--- src/rtl/vga_sync_rx.sv ---
// vga_sync_rx: recovers the raster column/row from an active-low hsync/vsync
// pair clocked on the pixel clock, checks that every sync edge lands where the
// nominal timing places it, and reports horizontal/vertical lock.
// Timing constants are parameters; the defaults describe 640x480 in an
// 800x525 frame.

module vga_sync_rx #(
    parameter int H_ACTIVE = 640,
    parameter int H_FRONT  = 16,
    parameter int H_SYNC   = 96,
    parameter int H_TOTAL  = 800,
    parameter int V_ACTIVE = 480,
    parameter int V_FRONT  = 10,
    parameter int V_SYNC   = 2,
    parameter int V_TOTAL  = 525
) (
    input  logic       clk,
    input  logic       reset,
    input  logic       hsync,
    input  logic       vsync,
    output logic [9:0] col,
    output logic [9:0] row,
    output logic       visible,
    output logic       locked,
    output logic       frame_start,
    output logic       sync_err
);

    // Positions where sync edges are expected, as 10-bit counter values.
    localparam logic [9:0] H_ACTIVE_C  = 10'(H_ACTIVE);
    localparam logic [9:0] H_FALL_COL  = 10'(H_ACTIVE + H_FRONT);
    localparam logic [9:0] H_AFTER_COL = 10'(H_ACTIVE + H_FRONT + 1);
    localparam logic [9:0] H_RISE_COL  = 10'(H_ACTIVE + H_FRONT + H_SYNC);
    localparam logic [9:0] H_LAST_COL  = 10'(H_TOTAL - 1);
    localparam logic [9:0] V_ACTIVE_C  = 10'(V_ACTIVE);
    localparam logic [9:0] V_FALL_ROW  = 10'(V_ACTIVE + V_FRONT);
    localparam logic [9:0] V_RISE_ROW  = 10'(V_ACTIVE + V_FRONT + V_SYNC);
    localparam logic [9:0] V_LAST_ROW  = 10'(V_TOTAL - 1);

    // Registered state
    logic       hs_q, vs_q;
    logic [9:0] col_q, col_d;
    logic [9:0] row_q, row_d;
    logic       h_lock_q, h_lock_d;
    logic       v_lock_q, v_lock_d;
    logic       sync_err_q, sync_err_d;

    // Decoded events
    logic hs_fall, hs_rise, vs_fall, vs_rise;
    logic col_at_fall, col_at_rise, col_at_last, col_at_zero;
    logic v_slot_fall, v_slot_rise;
    logic h_good, h_bad, v_good, v_bad;
    logic h_drop;

    // Previous-cycle sync levels; idle-high after reset so no false edge follows.
    always_ff @(posedge clk) begin
        if (reset) begin
            hs_q <= 1'b1;
            vs_q <= 1'b1;
        end else begin
            hs_q <= hsync;
            vs_q <= vsync;
        end
    end

    // Edge detection and timing checks, all against the pre-update counters.
    always_comb begin
        hs_fall = hs_q & ~hsync;
        hs_rise = ~hs_q & hsync;
        vs_fall = vs_q & ~vsync;
        vs_rise = ~vs_q & vsync;

        col_at_fall = (col_q == H_FALL_COL);
        col_at_rise = (col_q == H_RISE_COL);
        col_at_last = (col_q == H_LAST_COL);
        col_at_zero = (col_q == 10'd0);

        // Vertical edges are only legal at the start of their line.
        v_slot_fall = (row_q == V_FALL_ROW) & col_at_zero;
        v_slot_rise = (row_q == V_RISE_ROW) & col_at_zero;

        h_good = hs_fall & col_at_fall;
        // Misplaced fall, misplaced rise, or the fall slot passing with no fall.
        h_bad  = (hs_fall & ~col_at_fall)
               | (hs_rise & ~col_at_rise)
               | (col_at_fall & ~hs_fall);

        v_good = vs_fall & v_slot_fall;
        v_bad  = (vs_fall & ~v_slot_fall)
               | (vs_rise & ~v_slot_rise)
               | (v_slot_fall & ~vs_fall);
    end

    // Column/row next state: a sync fall realigns the counter, otherwise free-run.
    always_comb begin
        col_d = col_q;
        row_d = row_q;

        // hsync fall overrides the end-of-line wrap.
        if (hs_fall) begin
            col_d = H_AFTER_COL;
        end else if (col_at_last) begin
            col_d = 10'd0;
        end else begin
            col_d = col_q + 10'd1;
        end

        // vsync fall overrides the line advance; a realigning hsync fall on
        // the last column suppresses the advance because the line did not end.
        if (vs_fall) begin
            row_d = V_FALL_ROW;
        end else if (col_at_last && !hs_fall) begin
            row_d = (row_q == V_LAST_ROW) ? 10'd0 : row_q + 10'd1;
        end
    end

    // Lock next state: a bad event always wins over a coincident good one.
    always_comb begin
        h_lock_d   = h_lock_q;
        v_lock_d   = v_lock_q;
        sync_err_d = 1'b0;

        if (h_bad) begin
            h_lock_d = 1'b0;
        end else if (h_good) begin
            h_lock_d = 1'b1;
        end

        // Losing the line lock invalidates the frame lock as well.
        h_drop = h_lock_q & ~h_lock_d;

        if (v_bad || h_drop) begin
            v_lock_d = 1'b0;
        end else if (v_good) begin
            v_lock_d = 1'b1;
        end

        // Only report errors that break an existing lock; acquisition is silent.
        sync_err_d = (h_bad & h_lock_q) | (v_bad & v_lock_q);
    end

    // Raster counters.
    always_ff @(posedge clk) begin
        if (reset) begin
            col_q <= 10'd0;
            row_q <= 10'd0;
        end else begin
            col_q <= col_d;
            row_q <= row_d;
        end
    end

    // Lock state and registered error pulse.
    always_ff @(posedge clk) begin
        if (reset) begin
            h_lock_q   <= 1'b0;
            v_lock_q   <= 1'b0;
            sync_err_q <= 1'b0;
        end else begin
            h_lock_q   <= h_lock_d;
            v_lock_q   <= v_lock_d;
            sync_err_q <= sync_err_d;
        end
    end

    // Status outputs decoded from registered state only.
    always_comb begin
        col         = col_q;
        row         = row_q;
        sync_err    = sync_err_q;
        locked      = h_lock_q & v_lock_q;
        visible     = locked & (col_q < H_ACTIVE_C) & (row_q < V_ACTIVE_C);
        frame_start = locked & col_at_zero & (row_q == 10'd0);
    end

endmodule
--- config.mk ---
export PLATFORM = sky130hd
export DESIGN_NAME = vga_sync_rx
export DESIGN_NICKNAME = d
export VERILOG_FILES = /design/src/rtl/vga_sync_rx.sv
export SDC_FILE = /design/constraint.sdc
export NUM_CORES = 1
export LEC_CHECK = 0
export BUFFER_PORTS_ARGS = -buffer_cell sky130_fd_sc_hd__buf_2
export CORE_UTILIZATION = 45
export DETAILED_ROUTE_END_ITERATION = 8
export GPL_TIMING_DRIVEN = 0
export PLACE_DENSITY = 0.7
export SLEW_MARGIN = 20
export SYNTH_ARGS = -nofsm -noshare
export SYNTH_HDL_FRONTEND = slang
export SYNTH_SLANG_ARGS = --single-unit
--- constraint.sdc ---
create_clock -name clk -period 1.8 [get_ports clk]
set_input_delay 0 -clock clk [delete_from_list [all_inputs] [get_ports clk]]
set_output_delay 0 -clock clk [all_outputs]
set_load 0.05 [all_outputs]
# Word-level counts from Yosys, hierarchy flattened
# Index checks and enable logic that the tools add are counted.
[word_totals]
n_memories = 0
elab_cells = 73
ff_bits = 25
rom_bits = 0
out_inout_bits = 24
latch_bits = 0
mem_bits_rw = 0
[op_classes]
mul = 0
div_mod_pow = 0
add_sub_neg = 2
eq_ne = 6
bitwise_logic = 38
muxes = 7
order_cmp = 2
n_shift = 0
n_reduce_logical = 9
[ops]
columns = ["operator", "n"]
rows = [
  ["$eq A10 B10 Y1 const B", 4],
  ["$mux W10", 3],
  ["$and A1 B1 Y1", 22],
  ["$add A10 B1 Y10 const B", 2],
  ["$eq A10 B9 Y1 const B", 2],
  ["$logic_not A10 Y1", 2],
  ["$mux W9", 2],
  ["$not A1 Y1", 11],
  ["$lt A10 B10 Y1 const B", 1],
  ["$lt A10 B9 Y1 const B", 1],
  ["$or A1 B1 Y1", 5],
  ["$reduce_or A2 Y1", 2],
  ["$reduce_or A3 Y1", 1],
  ["$mux W1", 2],
  ["$reduce_bool A2 Y1", 1],
  ["$logic_and A1 B1 Y1", 1],
  ["$logic_not A1 Y1", 1],
  ["$logic_or A1 B1 Y1", 1],
]

# Longest topological paths before layout
# Gate-level depths: netlist of run 1.
[depth]
depth_word = 10
ltp_mapped = 8
mapped_depth_nobuf = 7

# Worst setup path before layout of run 1
# OpenSTA, ideal clock, no wires.
[synth_timing]
path_type = "reg2out"
startpoint = "register col_q[7], in the netlist col[7]"
endpoint = "output visible"
path_slack_ns = -0.614
path_stages_with_launch = 4
t_arrival_ns = 2.414
n_path_buf = 1
t_required_ns = 1.800
path_cell_list = "dfxtp_1 clkbuf_1 o21ai_0 nor4bb_1"
[synth_via]
elab_chain_cells = 3
[synth_rtl]
columns = ["element", "line", "source"]
rows = [
  ["start, declared", "42", "logic [9:0] col_q, col_d;"],
  ["start signal, assigned", "148", "col_q <= col_d;"],
  ["$lt A10 B10 Y1", "172", "visible = locked & (col_q < H_ACTIVE_C) & (row_q < V_ACTIVE_C);"],
  ["$and A1 B1 Y1 (2 in a row)", "172", ""],
  ["end, declared", "23", "output logic visible,"],
]
# No other way between the ends.

# Final worst setup path of run 1
[layout_timing]
startpoint = "register col_q[4], in the netlist col[4]"
endpoint = "register row_q[7], in the netlist row[7]"
[layout_via]
elab_chain_cells = 3
[layout_rtl]
columns = ["element", "line", "source"]
rows = [
  ["$eq A10 B10 Y1", "75", "col_at_last = (col_q == H_LAST_COL);"],
  ["$logic_and A1 B1 Y1", "112", "end else if (col_at_last && !hs_fall) begin"],
  ["$reduce_bool A2 Y1 (no source line)", "--", ""],
  ["end signal, assigned", "149", "row_q <= row_d;"],
  ["end, declared", "43", "logic [9:0] row_q, row_d;"],
]
# No other way between the ends.
# A chain may end at the register's enable or synchronous reset.

==> results of run 1 <==
==> layer usage <==
layer / GRT usage [%] / part of all wire [%]
met1: 35.3 / 46
met2: 36.8 / 46
met3: 3.35 / 5.6
met5: 0 / 0
met4: 13.9 / 2.4
==> flip-flops by register name, summed over array words and instances (netlist names) <==
name      cells
col          10
row          10
h_lock_q      1
hs_q          1
sync_err      1
v_lock_q      1
vs_q          1
==> synthesized netlist by cell type, drive strengths merged <==
master and instances:
and4 3, a211oi 6, xnor2 3, nor4 4
a2111o 1, nand3b 4, and2 2, nor2 8
a21oi 14, nor3b 1, dfxtp 25, nand4b 1
nor2b 4, o21ai 10, nand2b 6, or3b 2
o311ai 2, or2 2, nor4bb 1, and3 4
nand2 17, o21a 1, ha 5, buf 1
nor3 4, inv 7, nand4 4, or4 3
xor2 4, o2bb2ai 1, nand3 7, or3 6
clkbuf 5, a31oi 7
==> cell families after synthesis <==
logic type / Yosys count / share of synthesized area [%]
XOR/XNOR: 7 / 4.36
AO/OA/AOI/OAI: 42 / 18.1
AND/OR/NAND/NOR: 83 / 34.0
adder cells (fa/ha/maj): 5 / 4.45
flip-flops: 25 / 35.6
buffers and inverters: 13 / 3.56
==> power by group <==
group	internal [mW]	switching, mW	total (mW)
sequential	0.573	0.0420	0.615
combinational	0.0769	0.140	0.217
clock	0.0873	0.194	0.281
==> timing repair <==
| action | CTS | global route |
|---|---|---|
| setup buffers | 7 | 4 |
| endpoints found under the hold margin | 5 | 0 |
| endpoints found under the setup margin | 17 | 19 |
| hold buffers | 3 | 0 |
| pin swaps | 10 | 5 |
| resized for setup | 12 | 11 |
==> worst max-delay path, cell delays in order, from the launching register on <==
cell and delay, ns:
dfxtp_4 0.37, or3b_4 0.40, buf_12 0.14, nor4_4 0.26
nand2_2 0.11, or4_1 0.47, a31oi_1 0.16
==> through the flow <==
stage	power [mW]	util, %
4_1_cts	1.09	63.7
6_report	1.11	65.8
3_5_place_dp	0.816	58.2
5_1_grt	1.15	65.8
3_3_place_gp	0.811	58.2
2_1_floorplan	0.765	-
==> final cells by class <==
cell class,instances,area [um2]
flip-flops and latches,25,536
multi-input cells,137,962
well taps,31,38.8
fillers,240,975
inverters,7,26.3
clock buffers,4,26.3
repair buffers,41,270
plain buffers,4,18.8
==> final timing paths <==
check | from | endpoint | slack (ns)
max reg2reg | col[4]$_SDFF_PP0_ | row[7]$_SDFFE_PP0P_ | -0.17
min | reset | col[0]$_SDFF_PP0_ | 0.43
max | col[4]$_SDFF_PP0_ | row[7]$_SDFFE_PP0P_ | -0.17
min reg2reg | col[0]$_SDFF_PP0_ | col[0]$_SDFF_PP0_ | 0.51
==> run metrics, run 1 <==
flops & latches, synth=25; Worst-Skew Late Latency=0.34 ns; Hold Crit Class=input pin to register; Register-to-Register Path Depth=6; commonest non-fill, non-tap cell in the layout=buf_2; Critical Path AT=2.25 ns; Max-slew headroom=34.5%; Hold Path Stages=3; most frequent cells in the layout=26 x buf_2, 16 x nand2_1, 13 x a21oi_1, 11 x dfxtp_1, 10 x o21ai_0; Final nets=228; drt initial violations=73; pre-CTS setup slack=-0.210 ns; first-pass GRT wire length=6420 um; RSZ-0062 raised after global routing=true; TritonCTS Buffers=3; half-perimeter wire length of the detailed placement result=2750 um; dpl cells=233; DRC Markers=1; Post-Route WL=4020 um; ANT nets after route=0; Placed Area=0.00166 mm2; Max-Cap Viols=0; CTS clk-pin slew, worst paths=0.16 ns; Ant. Diodes=0; via-per-instance ratio=6.06; Initial Util=49.3%; area leader, netlist=dfxtp_1; die width=57.9 um; die area=0.00335 mm2; worst slew pin tran=0.970 ns; crit end category=register; Port-buffer cells=27; sinks on the clock net=25; Seq/Total Area, Yosys=35.6%; clk buf depth=2; core area=0.00285 mm2; I/O pins=28; Final Hold Viols=0; Max Clk Rate=509 MHz; GP Congestion=0.848; crit path kind=register to register; CP max FO=4; failing checks=DRC, setup timing; grt total ovfl=0; Peak VDD IR=0.412 mV; layout cells sized above 1=34.9%; Area Overhead vs Synth=33.5%; drt wl/cell=16.2 um; status=finished, violations left; CP required=2.09 ns; Worst Setup Slack, final=-0.166 ns; Mapped Cells=175; CTS tree=done; Via Count=1510; initial antenna violation count=0; worst hold slack=0.430 ns; count of different cell masters after synthesis=35; Period minus WS final=1.97 ns; row cnt=19; Leakage Power=0.699 nW; post-synthesis cell area=0.00141 mm2; yosys warns=0; Startpoint Class=register; syn avg cell area=8.04 um2; PwrDens=593 mW/mm2; GRT Total Usage=25.0%; DR pass1 iterations=6; final instance area=0.00188 mm2; Slew Viols, Final=0; Synth area leaders=dfxtp_1 36%, a21oi_1 5.0%, nand2_1 4.5%, ha_1 4.4%, o21ai_0 3.6%; Setup TNS=-0.736 ns; H-tree depth=1; Final Skew=0.0109 ns; die height=57.9 um; period utilisation layout=109%; Yosys top cell area share=35.6%; final setup fails=9; Clock Tree Root=clkbuf_4; vias in the first global route=1412; largest net degree at the start of global routing=14; Net Count, Synth=184; Finished Layout Cells=249
Power figures use the tool's default switching activity.
==> inputs of run 2 (changes only) <==
- CORE_ASPECT_RATIO: not set -> 1.75
==> run metrics, run 2 (same netlist as run 1, synthesis figures left out) <==
Reg2Reg Setup Slack=-0.15 ns (+0.02 ns); vias in the first global route=1436 (+1.7%); Max Clk Rate=514 MHz (+1.0%); GRT Total Usage=24.8% (-0.21 points); Critical Path AT=2.15 ns (-0.10 ns); initial antenna violation count=0 (unchanged); DRC Markers=0 (-1); hold path start=col[0]$_SDFF_PP0_; pre-CTS setup slack=-0.243 ns (-0.0327 ns); dpl cells=244 (+4.7%); Final Hold Viols=0 (unchanged); internal power=0.807 mW (+9.5%); commonest non-fill, non-tap cell in the layout=buf_2; via-per-instance ratio=5.79 (-4.6%); switching power share of the total=31.5% (-2.3 points); Period minus WS final=1.95 ns (-0.0194 ns); CP max FO=6 (+2); Slew Viols, Final=0 (unchanged); DR pass1 iterations=6 (unchanged); half-perimeter wire length of the detailed placement result=2790 um (+1.4%); die width=44.3 um (-24%); Gate power share=19.1% (-0.4 points); clk buf depth=2 (unchanged); drt initial violations=31 (-58%); Worst Setup Slack, final=-0.147 ns (+0.0194 ns); status=finished, violations left; CTS clk-pin slew, worst paths=0.09 ns (-0.07 ns); CP required=2.00 ns (-0.09 ns); P_sw=0.370 mW (-1.5%); failing checks=setup timing; Reg-to-Reg End=row[8]$_SDFFE_PP0P_; I/O pins=28 (unchanged); final setup fails=7 (-2); Post-Route WL=4070 um (+1.1%); Worst-Skew Late Latency=0.27 ns (-0.07 ns); CTS tree=done; Hold Path Stages=1 (-2); Peak VDD IR=0.477 mV (+16%); Final Skew=0.00362 ns (-0.00727 ns); row cnt=26 (+7); crit path kind=register to register; worst r2r src=col[7]$_SDFF_PP0_; Via Count=1516 (+0.40%); RSZ-0062 raised after global routing=true; layout cells sized above 1=34.1% (-0.77 points); TritonCTS Buffers=3 (unchanged); crit end category=register; Finished Layout Cells=262 (+5.2%); H-tree depth=1 (unchanged); Leakage Power=0.719 nW (+2.8%); Clock power frac=29.3% (+4.1 points); Register-to-Register Path Depth=6 (unchanged); Hold Crit Endpoint=col[0]$_SDFF_PP0_; Ant. Diodes=0 (unchanged); Max-Cap Viols=0 (unchanged); drt wl/cell=15.5 um (-3.9%); die area=0.00336 mm2 (+0.26%); Clock Tree Root=clkbuf_8; Max-slew headroom=54.9% (+20 points); worst hold slack=0.487 ns (+0.0566 ns); first-pass GRT wire length=6420 um (unchanged); period utilisation layout=108% (-1.1 points); grt total ovfl=0 (unchanged); most frequent cells in the layout=26 x buf_2, 16 x nand2_1, 15 x buf_4, 14 x a21oi_1, 11 x dfxtp_1; sinks on the clock net=25 (unchanged); largest net degree at the start of global routing=14 (unchanged); Hold Crit Class=register to register; Initial Util=47.5% (-1.8 points); Final nets=230 (+0.88%); final core occ=64.2% (-1.7 points); GP Congestion=0.880 (+3.8%); ANT nets after route=0 (unchanged); part of the power in registers=51.6% (-3.6 points); Port-buffer cells=27 (unchanged); worst slew pin tran=0.666 ns (-0.304 ns); die height=76.0 um (+31%); core area=0.00296 mm2 (+3.8%); PwrDens=620 mW/mm2 (+4.6%); Startpoint Class=register; Area Overhead vs Synth=35.1%
-- run 2: cell count changes in the layout (fill, tap and decap cells not counted), sizes merged --
cell,change
buf,+4
clkbuf,-2
-- run 2: layer usage --
layer	GRT usage [%]	routed length, um	vias up
met3	2.38	138	16
li1	-	-	734
met2	45.3	2170	59
met5	0	0	-
met4	11.8	156	0
met1	26.5	1600	707
-- run 2: worst max path at each step --
stage / startpoint / to / cells after the start
4_1_cts: col[4]$_SDFF_PP0_ / row[8]$_SDFFE_PP0P_ / 5
3_5_place_dp: col[7]$_SDFF_PP0_ / row[8]$_SDFFE_PP0P_ / 6
2_1_floorplan: col[4]$_SDFF_PP0_ / row[3]$_SDFFE_PP0P_ / 5
6_report: col[7]$_SDFF_PP0_ / row[8]$_SDFFE_PP0P_ / 6
3_3_place_gp: col[7]$_SDFF_PP0_ / row[7]$_SDFFE_PP0P_ / 6
5_1_grt: col[8]$_SDFF_PP0_ / row[8]$_SDFFE_PP0P_ / 6
-- run 2: per-stage QoR --
stage	area [um2]	setup TNS (ns)	total power, mW
6_report	1900	-0.397	1.18
5_1_grt	1900	-1.42	1.23
4_1_cts	1820	-1.91	1.17
3_5_place_dp	1670	-2.27	0.819
3_3_place_gp	1670	-1.56	0.814
2_1_floorplan	1490	-0.357	0.765
-- run 2: power by group through the flow --
stage	logic (mW)	registers (mW)	clock network, mW
after global routing	0.242	0.613	0.379
after detailed placement	0.199	0.621	0
after floorplan	0.0824	0.683	0
final	0.226	0.608	0.344
after CTS	0.212	0.604	0.350
after global placement	0.194	0.620	0
-- run 2: critical path: stages (launching register included) --
cell,delay (ns)
dfxtp_4,0.37
nand3b_1,0.21
buf_4,0.17
nor4_4,0.33
nand2_2,0.11
or4_1,0.51
a31oi_1,0.18
-- run 2: what timing repair did --
action / 4_1_cts / 5_1_grt
hold endpoints to repair: 5 / 0
pin swaps: 9 / 9
hold buffers: 3 / 0
endpoints found under the setup margin: 18 / 21
setup buffers: 5 / 9
gates resized for setup: 6 / 17
-- run 2: final cells by class --
type / count / area, um2
Buffer: 3 / 18.8
Clock buffer: 4 / 45.0
Fill cell: 247 / 1060
Inverter: 7 / 26.3
Multi-Input combinational cell: 137 / 948
Sequential cell: 25 / 536
Tap cell: 42 / 52.6
Timing Repair Buffer: 44 / 273
